$ cat src/rtl/rf_dbg_reader_pkg.sv
// Shared constants and types for the register-file debug reader.
// Same AW/DW/NREG values as the RF and the debug console use.
package rf_dbg_reader_pkg;

   localparam int RF_AW   = 5;
   localparam int RF_DW   = 32;
   localparam int RF_NREG = 32;

   typedef enum logic [1:0] {
      S_IDLE,
      S_READ,
      S_SEND,
      S_FIN
   } state_t;

endpackage

$ cat src/rtl/rf_dbg_reader_if.sv
// Word stream from the debug reader to the console / UART tx path.
// Only a cycle with out_valid and out_ready both high is a transfer.
interface rf_dbg_reader_if
   import rf_dbg_reader_pkg::*;
#(
   parameter int AW = RF_AW,
   parameter int DW = RF_DW
);

   logic          out_valid;
   logic          out_ready;
   logic [AW-1:0] out_addr;
   logic [DW-1:0] out_data;
   logic          out_last;

   modport master (
      output out_valid,
      output out_addr,
      output out_data,
      output out_last,
      input  out_ready
   );

   modport slave (
      input  out_valid,
      input  out_addr,
      input  out_data,
      input  out_last,
      output out_ready
   );

endinterface

$ cat src/rtl/rf_dbg_reader.sv
// Debug read-port master: walks the RF (or reads one register) and
// streams (addr, data, last) words over a valid/ready interface.
module rf_dbg_reader
   import rf_dbg_reader_pkg::*;
#(
   parameter int AW   = RF_AW,
   parameter int DW   = RF_DW,
   parameter int NREG = RF_NREG
) (
   input  logic          clk,
   input  logic          rst,
   input  logic          start,
   input  logic          single,
   input  logic [AW-1:0] req_addr,
   input  logic          abort,
   output logic [AW-1:0] ra_dbg,
   input  logic [DW-1:0] rd_dbg,
   rf_dbg_reader_if.master tx,
   output logic          busy,
   output logic          done
);

   // One spare bit so the final-index compare never sees a wrapped value.
   localparam logic [AW:0] LAST_IDX = (AW+1)'(NREG - 1);

   state_t      state;
   logic [AW:0] cnt;
   logic        mode_single;
   logic        xfer;

   assign ra_dbg = cnt[AW-1:0];
   assign xfer   = tx.out_valid & tx.out_ready;

   always_ff @(posedge clk or posedge rst) begin
      if (rst) begin
         state        <= S_IDLE;
         cnt          <= '0;
         mode_single  <= 1'b0;
         tx.out_valid <= 1'b0;
         tx.out_addr  <= '0;
         tx.out_data  <= '0;
         tx.out_last  <= 1'b0;
         busy         <= 1'b0;
         done         <= 1'b0;
      end else begin
         done <= 1'b0;
         unique case (state)
            S_IDLE: begin
               if (start && !abort) begin
                  cnt         <= single ? {1'b0, req_addr} : '0;
                  mode_single <= single;
                  busy        <= 1'b1;
                  state       <= S_READ;
               end
            end
            S_READ: begin
               if (abort) begin
                  busy  <= 1'b0;
                  state <= S_IDLE;
               end else begin
                  tx.out_data  <= rd_dbg;
                  tx.out_addr  <= cnt[AW-1:0];
                  tx.out_last  <= mode_single | (cnt == LAST_IDX);
                  tx.out_valid <= 1'b1;
                  state        <= S_SEND;
               end
            end
            S_SEND: begin
               if (abort) begin
                  // A word accepted this cycle still counts; no done pulse.
                  tx.out_valid <= 1'b0;
                  busy         <= 1'b0;
                  state        <= S_IDLE;
               end else if (xfer) begin
                  tx.out_valid <= 1'b0;
                  if (tx.out_last) begin
                     done  <= 1'b1;
                     state <= S_FIN;
                  end else begin
                     cnt   <= cnt + 1'b1;
                     state <= S_READ;
                  end
               end
            end
            S_FIN: begin
               busy  <= 1'b0;
               state <= S_IDLE;
            end
            default: begin
               busy  <= 1'b0;
               state <= S_IDLE;
            end
         endcase
      end
   end

endmodule

$ cat src/flat_wrapper.sv
// flat-port wrapper written by rule: the top's interface ports become plain ports
module rf_dbg_reader_flat import rf_dbg_reader_pkg::*;
#(
   parameter int AW   = RF_AW,
   parameter int DW   = RF_DW,
   parameter int NREG = RF_NREG
)
  (clk, rst, start, single, req_addr, abort, ra_dbg, rd_dbg, busy, done, tx_out_valid, tx_out_addr, tx_out_data, tx_out_last, tx_out_ready);
  rf_dbg_reader_if #(.AW(AW), .DW(DW)) tx_i ();
  input  logic clk;
  input  logic rst;
  input  logic start;
  input  logic single;
  input  logic [AW-1:0] req_addr;
  input  logic abort;
  output logic [AW-1:0] ra_dbg;
  input  logic [DW-1:0] rd_dbg;
  output logic busy;
  output logic done;
  output wire logic [$bits(tx_i.out_valid)-1:0] tx_out_valid;
  output wire logic [$bits(tx_i.out_addr)-1:0] tx_out_addr;
  output wire logic [$bits(tx_i.out_data)-1:0] tx_out_data;
  output wire logic [$bits(tx_i.out_last)-1:0] tx_out_last;
  input wire logic [$bits(tx_i.out_ready)-1:0] tx_out_ready;
  assign tx_out_valid = tx_i.out_valid;
  assign tx_out_addr = tx_i.out_addr;
  assign tx_out_data = tx_i.out_data;
  assign tx_out_last = tx_i.out_last;
  assign tx_i.out_ready = tx_out_ready;
  rf_dbg_reader #(.AW(AW), .DW(DW), .NREG(NREG)) u_core (.clk(clk), .rst(rst), .start(start), .single(single), .req_addr(req_addr), .abort(abort), .ra_dbg(ra_dbg), .rd_dbg(rd_dbg), .tx(tx_i), .busy(busy), .done(done));
endmodule
$ cat config.mk
export PLATFORM = sky130hd
export DESIGN_NAME = rf_dbg_reader_flat
export DESIGN_NICKNAME = d
export VERILOG_FILES = /design/src/rtl/rf_dbg_reader_pkg.sv /design/src/rtl/rf_dbg_reader_if.sv /design/src/rtl/rf_dbg_reader.sv /design/src/flat_wrapper.sv
export SDC_FILE = /design/constraint.sdc
export NUM_CORES = 1
export LEC_CHECK = 0
export CAP_MARGIN = 40
export CORE_UTILIZATION = 30
export DETAILED_ROUTE_END_ITERATION = 6
export SLEW_MARGIN = 20
export SYNTH_ARGS = -nofsm -noshare
export SYNTH_HDL_FRONTEND = slang
export SYNTH_SLANG_ARGS = --single-unit
$ cat constraint.sdc
create_clock -name clk -period 2.2 [get_ports clk]
set_input_delay 0.22 -clock clk [delete_from_list [all_inputs] [get_ports clk]]
set_output_delay 0.22 -clock clk [all_outputs]
set_load 0.1 [all_outputs]
==> results of run 1 <==
[path summary, 6_finish.rpt]
path                       depth (start not counted)  slack [ps]             startpoint                endpoint
setup / recovery                                   6         260        u_core.state[0]           u_core.cnt[5]
min in group clk                                   3         470            req_addr[2]           u_core.cnt[2]
hold reg to reg                                    1         510  u_core.tx.out_data[2]   u_core.tx.out_data[2]
hold / removal                                     2         150                    rst  u_core.tx.out_data[30]
setup reg to reg                                   6         260        u_core.state[0]           u_core.cnt[5]
max in group asynchronous                          3        1490                    rst   u_core.tx.out_data[2]
[per-stage QoR]
stage	utilization	hold slack (ps)
after detailed placement	0.441	474
after CTS	0.457	147
after global placement	0.441	475
after global routing	0.457	182
final	0.457	151
after floorplan	-	327
[logic make-up (layout without fill, tap and decap cells)]
family	count (synthesis)	after routing
flip-flops	50	50
adder cells (fa/ha/maj)	5	5
multiplexers	38	38
AO/OA/AOI/OAI	31	31
AND/OR/NAND/NOR	26	26
buffers and inverters	18	108
[layer usage]
metal	routed length (µm)	track usage
met4	46	0.0417
met2	2280	0.217
met1	2170	0.161
met3	322	0.0471
met5	0	0
[cell type report]
type,instances,area [µm²],share of cell area
clock buffers,5,68.8,0.0217
clock inverters,3,40.0,0.0126
inverters,7,26.3,0.00828
multi-input cells,100,852,0.268
flip-flops and latches,50,1250,0.394
well taps,96,120,0.0378
repair buffers,93,816,0.257
[critical path, delay by kind of cell (launching register included)]
family | cells | cell delay, ps
AND/OR/NAND/NOR | 3 | 650
AO/OA/AOI/OAI | 1 | 390
adder cells (fa/ha/maj) | 1 | 320
flip-flops | 1 | 390
buffers and inverters | 1 | 130
[sequential cells by signal (all words and copies together) (netlist names)]
name	cells
u_core.tx.out_addr	5
u_core.done	1
u_core.cnt	6
u_core.tx.out_valid	1
u_core.mode_single	1
u_core.state	2
u_core.tx.out_last	1
u_core.tx.out_data	32
u_core.busy	1
[layout by cell type, fill, tap and decap left out, types with 2 or more instances in the layout]
master	instances
a211oi_1	2
a21oi_1	8
a2bb2oi_1	4
a31oi_1	4
and3_1	2
buf_4	50
clkbuf_8	5
clkdlybuf4s50_1	42
clkinv_2	2
dfrtp_1	50
ha_1	5
inv_1	6
mux2_2	38
nand2_1	4
nand3_1	2
nand4_1	2
nor2_1	6
o21ai_0	6
o22ai_1	2
or4_1	2
==> summary.txt, run 1 <==
Placement
  • IO Port Bufs: 88
  • Setup slack at placement: 278 ps
  • Gpl congestion: 0.808
  • DP Wirelength: around 3.6 mm
  • Placed cell count: ~350
  • DP Area: between 3000 and 4000 µm²

Synth
  • Top cells by area, synth: dfrtp_1 57%, mux2_2 19%, ha_1 2.8%
  • Adder-cell area share of the yosys netlist: 0.0284
  • Yosys cell types: 33
  • Post-Synth Simple-Gate Area: 0.0722
  • Mux share of post-synthesis cell area: 0.195
  • Syn_area_per_cell: between 10 and 15 µm²
  • Flops & latches, synth: 50
  • Yosys top cell area share: 0.569
  • Warnings from Yosys: 0
  • Synthesized area: between 2000 and 2500 µm²
  • EDFF count, synth: 0
  • Post-synthesis instance total: about 170
  • Post-Syn Nets: 216
  • Most common cell in the synthesized netlist: dfrtp_1
  • Post-synth ARST share: 1.00
  • Largest family of logic cells by synthesized area: multiplexers
  • Xor-xnor portion of the synthesized cell area: 0
  • Dominant synthesized flop cell: dfrtp_1
  • Register area share after synthesis: 0.569
  • Synth top cells by count: 50 x dfrtp_1, 38 x mux2_2, 8 x a21oi_1
  • Synth Area in Compound Gates: 0.0922
  • Post-synthesis cell type with the largest combined area: dfrtp_1

Routing
  • Initial DRC count: 32
  • DR vias/cell: roughly 4.6
  • Drt pass-1 iters: 4
  • Avg WL per Cell: around 14 µm
  • Via Count: roughly 1600
  • DRT Wirelength: around 4.8 mm
  • Routed Antenna Nets: 0
  • DR DRC count: 0

Floorplanning
  • Core area: 6940 µm²
  • Chip height: a little under 90 µm
  • Top-level port count: approximately 90
  • FP Rows: 30
  • Die Area: 7680 µm²
  • Starting density of the core: 0.317
  • Chip Width: about 88 µm

STA
  • Count of final max-slew check failures: 0
  • Final hold vios: 0
  • Unrepaired setup endpoints after global routing: false
  • Final period util: 0.882
  • Slew margin rel.: 0.782
  • Fin crit period: between 1500 and 2000 ps
  • Final worst slack: 260 ps
  • Final setup TNS: 0 ps
  • Final setup vio count: 0
  • Fmax: just over 0.5 GHz
  • Post-Route Skew: about 5.7 ps
  • Worst-Margin Slew: between 300 and 400 ps

CTS
  • Post-CTS setup buffer count: 0
  • Hold Buf Count CTS: 0
  • Skew-Pair Late Insertion Delay: ~290 ps
  • CTS tree: done
  • Clk pin slew, worst setup/hold paths: approximately 90 ps
  • Post-cts sizing count: 0
  • CTS Buf Count: 5
  • Clock Sinks: 50
  • H-tree Lvls: 2
  • Root buffer cell: clkbuf_8
  • Max Root-Sink Buffers: 2

Layout
  • Fin cells: about 350
  • Fillers: a little under 700
  • Post-layout nets: just over 300
  • Ant diodes: 0
  • Layout area overhead: 44.3%
  • Share of layout cells above drive strength 1: 0.403
  • Fin area: approximately 3200 µm²

Worst setup path
  • Cell Chain, Critical Path: inv_1, ha_1, nor2_4, a221o_1, or4_1, nand3_1
  • Worst setup path class: reg -> reg
  • CP max-delay cell: or4_1
  • Crit path capture type: flop
  • CP Data Arrival Time: 2170 ps
  • Crit start category: flop
  • Worst-path fanout max: 9
  • Slowest Stage Delay on Critical Path: approximately 500 ps
  • CP Data Required Time: ~2400 ps

Global routing
  • First-pass GRT wire length: 7.78 mm
  • Largest net degree at the start of global routing: 40
  • Vias in the first global route: 1673
  • Gr ovfl total: 0
  • GRT Resource Usage Total: 0.132
  • Antenna violations before repair: 0

Outcome
  • Status: finished clean

Job
  • # Max-Cap Violations: 0

Hold path
  • Hold WC Path Type: in -> async
Power of run 1 is not shown: default switching activity piles up to over one toggle a cycle in this logic, so the estimate is an artifact.
==> inputs of run 2 (changes only) <==
--- a/config.mk
+++ b/config.mk
@@ -6,6 +6,7 @@
 export NUM_CORES = 1
 export LEC_CHECK = 0
 export CAP_MARGIN = 40
+export CORE_ASPECT_RATIO = 1.1
 export CORE_UTILIZATION = 30
 export DETAILED_ROUTE_END_ITERATION = 6
 export SLEW_MARGIN = 20
==> summary.txt, run 2 (same netlist as run 1, synthesis figures left out) <==
Global routing
  • Largest net degree at the start of global routing: 40
  • Gr ovfl total: 0
  • Vias in the first global route: around 1600
  • Antenna violations before repair: 0
  • GRT Resource Usage Total: 0.124
  • First-pass GRT wire length: 7.67 mm

STA
  • Fmax: 0.513 GHz
  • Fin crit period: roughly 1900 ps
  • Slew margin rel.: 0.764
  • Count of final max-slew check failures: 0
  • Final setup vio count: 0
  • Worst-Margin Slew: between 300 and 400 ps
  • Post-Route Skew: 7.47 ps
  • Final hold vios: 0
  • Final setup TNS: 0 ps
  • Unrepaired setup endpoints after global routing: false
  • Final period util: 0.886

CTS
  • Post-cts sizing count: 0
  • Post-CTS setup buffer count: 0
  • CTS tree: done
  • Skew-Pair Late Insertion Delay: approximately 300 ps
  • Root buffer cell: clkbuf_8
  • Max Root-Sink Buffers: 2
  • CTS Buf Count: 5
  • Clk pin slew, worst setup/hold paths: approximately 90 ps
  • Hold Buf Count CTS: 0
  • Clock Sinks: 50
  • H-tree Lvls: 2

Layout
  • Top reg by flops: u_core.tx.out_data
  • Max reg flops: 32
  • Largest regs: u_core.tx.out_data (32), u_core.cnt (6), u_core.tx.out_addr (5)
  • Ant diodes: 0
  • Post-layout nets: 305
  • Share of layout cells above drive strength 1: 0.401
  • Most frequent cells in the layout: 50 x buf_4, 50 x dfrtp_1, 42 x clkdlybuf4s50_1
  • Layout area overhead: 42.3%

Placement
  • DP Wirelength: about 3.4 mm
  • IO Port Bufs: ~90
  • Gpl congestion: between 0.8 and 0.9

Routing
  • Initial DRC count: 57
  • Avg WL per Cell: ~14 µm
  • DRT Wirelength: approximately 4.7 mm
  • Routed Antenna Nets: 0
  • DR vias/cell: approximately 4.8
  • DR DRC count: 0
  • Drt pass-1 iters: 4
  • Via Count: 1628

Hold path
  • Hold WC Path Type: in -> async

Worst setup path
  • Worst setup path class: reg -> reg
  • CP Data Required Time: around 2400 ps
  • R2r setup slk: approximately 250 ps
  • CP Data Arrival Time: approximately 2200 ps
  • Reg2reg path depth: 6
  • Critical R2R Capture: u_core.cnt[5]
  • Reg2reg start: u_core.state[0]
  • Crit start category: flop
  • Worst-path fanout max: 9
  • Crit path launch: u_core.state[0]
  • Crit path capture type: flop

Outcome
  • Status: finished clean

Floorplanning
  • Chip Width: between 80 and 90 µm
  • Die Area: approximately 7700 µm²
  • Starting density of the core: 0.312
  • FP Rows: 32
  • Core area: about 7000 µm²
  • Top-level port count: 89
  • Chip height: about 90 µm

Job
  • # Max-Cap Violations: 0
[run 2: critical path, cell delays in order, from the launching register on]
cell and delay [ps]:
dfrtp_1 390, inv_1 130, ha_1 320, nor2_4 60, a221o_1 390, or4_1 510, nand3_1 90
[run 2: through the flow]
step	hold WS (ps)	area [µm²]	std cells	setup slack, ps	util
detailed placement	496	3050	335	268	0.433
finish	282	3130	342	251	0.444
CTS	286	3130	342	248	0.444
floorplan	327	2200	168	232	-
global placement	492	3050	335	322	0.433
global route	330	3130	342	142	0.444
[run 2: worst max path at each step]
stage	endpoint	cells past startpoint
finish	u_core.cnt[5]	6
global route	u_core.cnt[5]	6
CTS	u_core.cnt[5]	6
detailed placement	u_core.cnt[5]	6
global placement	u_core.cnt[5]	6
floorplan	u_core.cnt[5]	4
[run 2: metal layers]
layer	global-route usage	part of all wire	vias up
met5	0	0	-
met2	0.198	0.45	63
met3	0.0477	0.082	5
met1	0.159	0.46	782
met4	0.0297	0.0096	0
li1	-	-	778
[run 2: area by class of cell]
type                            count  area (µm²)
Clock buffer                        5        68.8
Multi-Input combinational cell    100         852
Clock inverter                      2        10.0
Sequential cell                    50        1250
Timing Repair Buffer               93         816
Fill cell                         678        3920
Tap cell                           85         106
Inverter                            7        26.3
Power of run 2 is left out for the same reason.
==> inputs of run 3 (changes only) <==
--- a/config.mk
+++ b/config.mk
@@ -6,9 +6,12 @@
 export NUM_CORES = 1
 export LEC_CHECK = 0
 export CAP_MARGIN = 40
+export CELL_PAD_IN_SITES_DETAIL_PLACEMENT = 0
+export CELL_PAD_IN_SITES_GLOBAL_PLACEMENT = 1
 export CORE_ASPECT_RATIO = 1.1
 export CORE_UTILIZATION = 30
 export DETAILED_ROUTE_END_ITERATION = 6
+export PLACE_DENSITY_LB_ADDON = 0.1
 export SLEW_MARGIN = 20
 export SYNTH_ARGS = -nofsm -noshare
 export SYNTH_HDL_FRONTEND = slang
==> summary.txt, run 3 (same netlist as run 1, synthesis figures left out) <==
Outcome
  • Status: finished clean

Layout
  • Fin util: 0.445
  • Largest regs: u_core.tx.out_data (32), u_core.cnt (6), u_core.tx.out_addr (5)
  • Ant diodes: 0
  • Layout area overhead: 42.5%
  • Share of layout cells above drive strength 1: 0.401
  • Max reg flops: 32
  • Most frequent cells in the layout: 50 x buf_4, 50 x dfrtp_1, 42 x clkdlybuf4s50_1
  • Top reg by flops: u_core.tx.out_data
  • Post-layout nets: approximately 310
  • Fin cells: about 340

Global routing
  • Vias in the first global route: between 1500 and 2000
  • Largest net degree at the start of global routing: 40
  • GRT Resource Usage Total: 0.136
  • Gr ovfl total: 0
  • First-pass GRT wire length: slightly above 8 mm
  • Antenna violations before repair: 0

CTS
  • Clock Sinks: 50
  • CTS Buf Count: 5
  • CTS tree: done
  • Max Root-Sink Buffers: 2
  • Post-CTS setup buffer count: 0
  • H-tree Lvls: 2
  • Skew-Pair Late Insertion Delay: 310 ps
  • Clk pin slew, worst setup/hold paths: ~100 ps
  • Hold Buf Count CTS: 0
  • Post-cts sizing count: 0
  • Root buffer cell: clkbuf_8

Routing
  • Avg WL per Cell: approximately 15 µm
  • Routed Antenna Nets: 0
  • Initial DRC count: 34
  • DR vias/cell: around 4.8
  • DR DRC count: 0
  • DRT Wirelength: just under 5 mm
  • Via Count: between 1500 and 2000
  • Drt pass-1 iters: 4

Floorplanning
  • Chip Width: approximately 84 µm
  • Top-level port count: slightly below 90
  • Chip height: between 90 and 100 µm
  • Die Area: 7680 µm²
  • Core area: about 7000 µm²
  • Starting density of the core: 0.312
  • FP Rows: 32

STA
  • Fin crit period: roughly 2000 ps
  • Fmax: 0.512 GHz
  • Worst-Margin Slew: 404 ps
  • Final worst slack: between 200 and 250 ps
  • Unrepaired setup endpoints after global routing: false
  • Count of final max-slew check failures: 0
  • Slew margin rel.: 0.730
  • Final period util: 0.888
  • Post-Route Skew: about 12 ps
  • Final hold vios: 0
  • Final setup vio count: 0
  • Final setup TNS: 0 ps

Worst setup path
  • Worst setup path class: reg -> reg
  • Crit path capture type: flop
  • Worst-path fanout max: 9
  • CP Data Arrival Time: roughly 2200 ps
  • CP Data Required Time: between 2000 and 2500 ps
  • Crit start category: flop

Placement
  • Placed cell count: 335
  • DP Wirelength: ~3.6 mm
  • Gpl congestion: slightly below 0.8
  • IO Port Bufs: between 80 and 90
  • Setup slack at placement: 267 ps

Job
  • # Max-Cap Violations: 0

Hold path
  • Hold WC Path Type: in -> async
## run 3: final timing paths
path	startpoint	end	slack [ps]	cells after the start
worst max-delay path	u_core.state[0]	u_core.cnt[5]	250	6
worst min-delay path	rst	u_core.tx.out_data[3]	210	2
worst max register to register	u_core.state[0]	u_core.cnt[5]	250	6
worst min register to register	u_core.tx.out_data[18]	u_core.tx.out_data[18]	520	1
max in group asynchronous	rst	u_core.state[1]	1410	3
min in group clk	req_addr[3]	u_core.cnt[3]	460	3
## run 3: cell type report
class	instances	area, µm²
repair buffers	93	816
well taps	85	106
inverters	7	26.3
multi-input cells	100	852
fillers	693	3910
clock buffers	5	68.8
clock inverters	2	15.0
flip-flops and latches	50	1250
## run 3: metal layers
layer | vias up | global-route usage | part of all wire
met5 | - | 0 | 0
met4 | 0 | 0.0480 | 0.014
met3 | 6 | 0.0513 | 0.083
met2 | 63 | 0.213 | 0.47
met1 | 799 | 0.171 | 0.43
li1 | 780 | - | -
## run 3: worst max-delay path: stages (launching register included)
cell     delay (ps)
dfrtp_1         390
inv_1           150
ha_1            330
nor2_4           60
a221o_1         400
or4_1           500
nand3_1          90
## run 3: per-stage QoR
| step | cell area [µm²] | hold WS [ps] |
|---|---|---|
| after detailed placement | 3050 | 499 |
| final | 3140 | 208 |
| after floorplan | 2200 | 327 |
| after global placement | 3050 | 492 |
| after CTS | 3140 | 227 |
| after global routing | 3140 | 259 |
Power of run 3 is left out for the same reason.
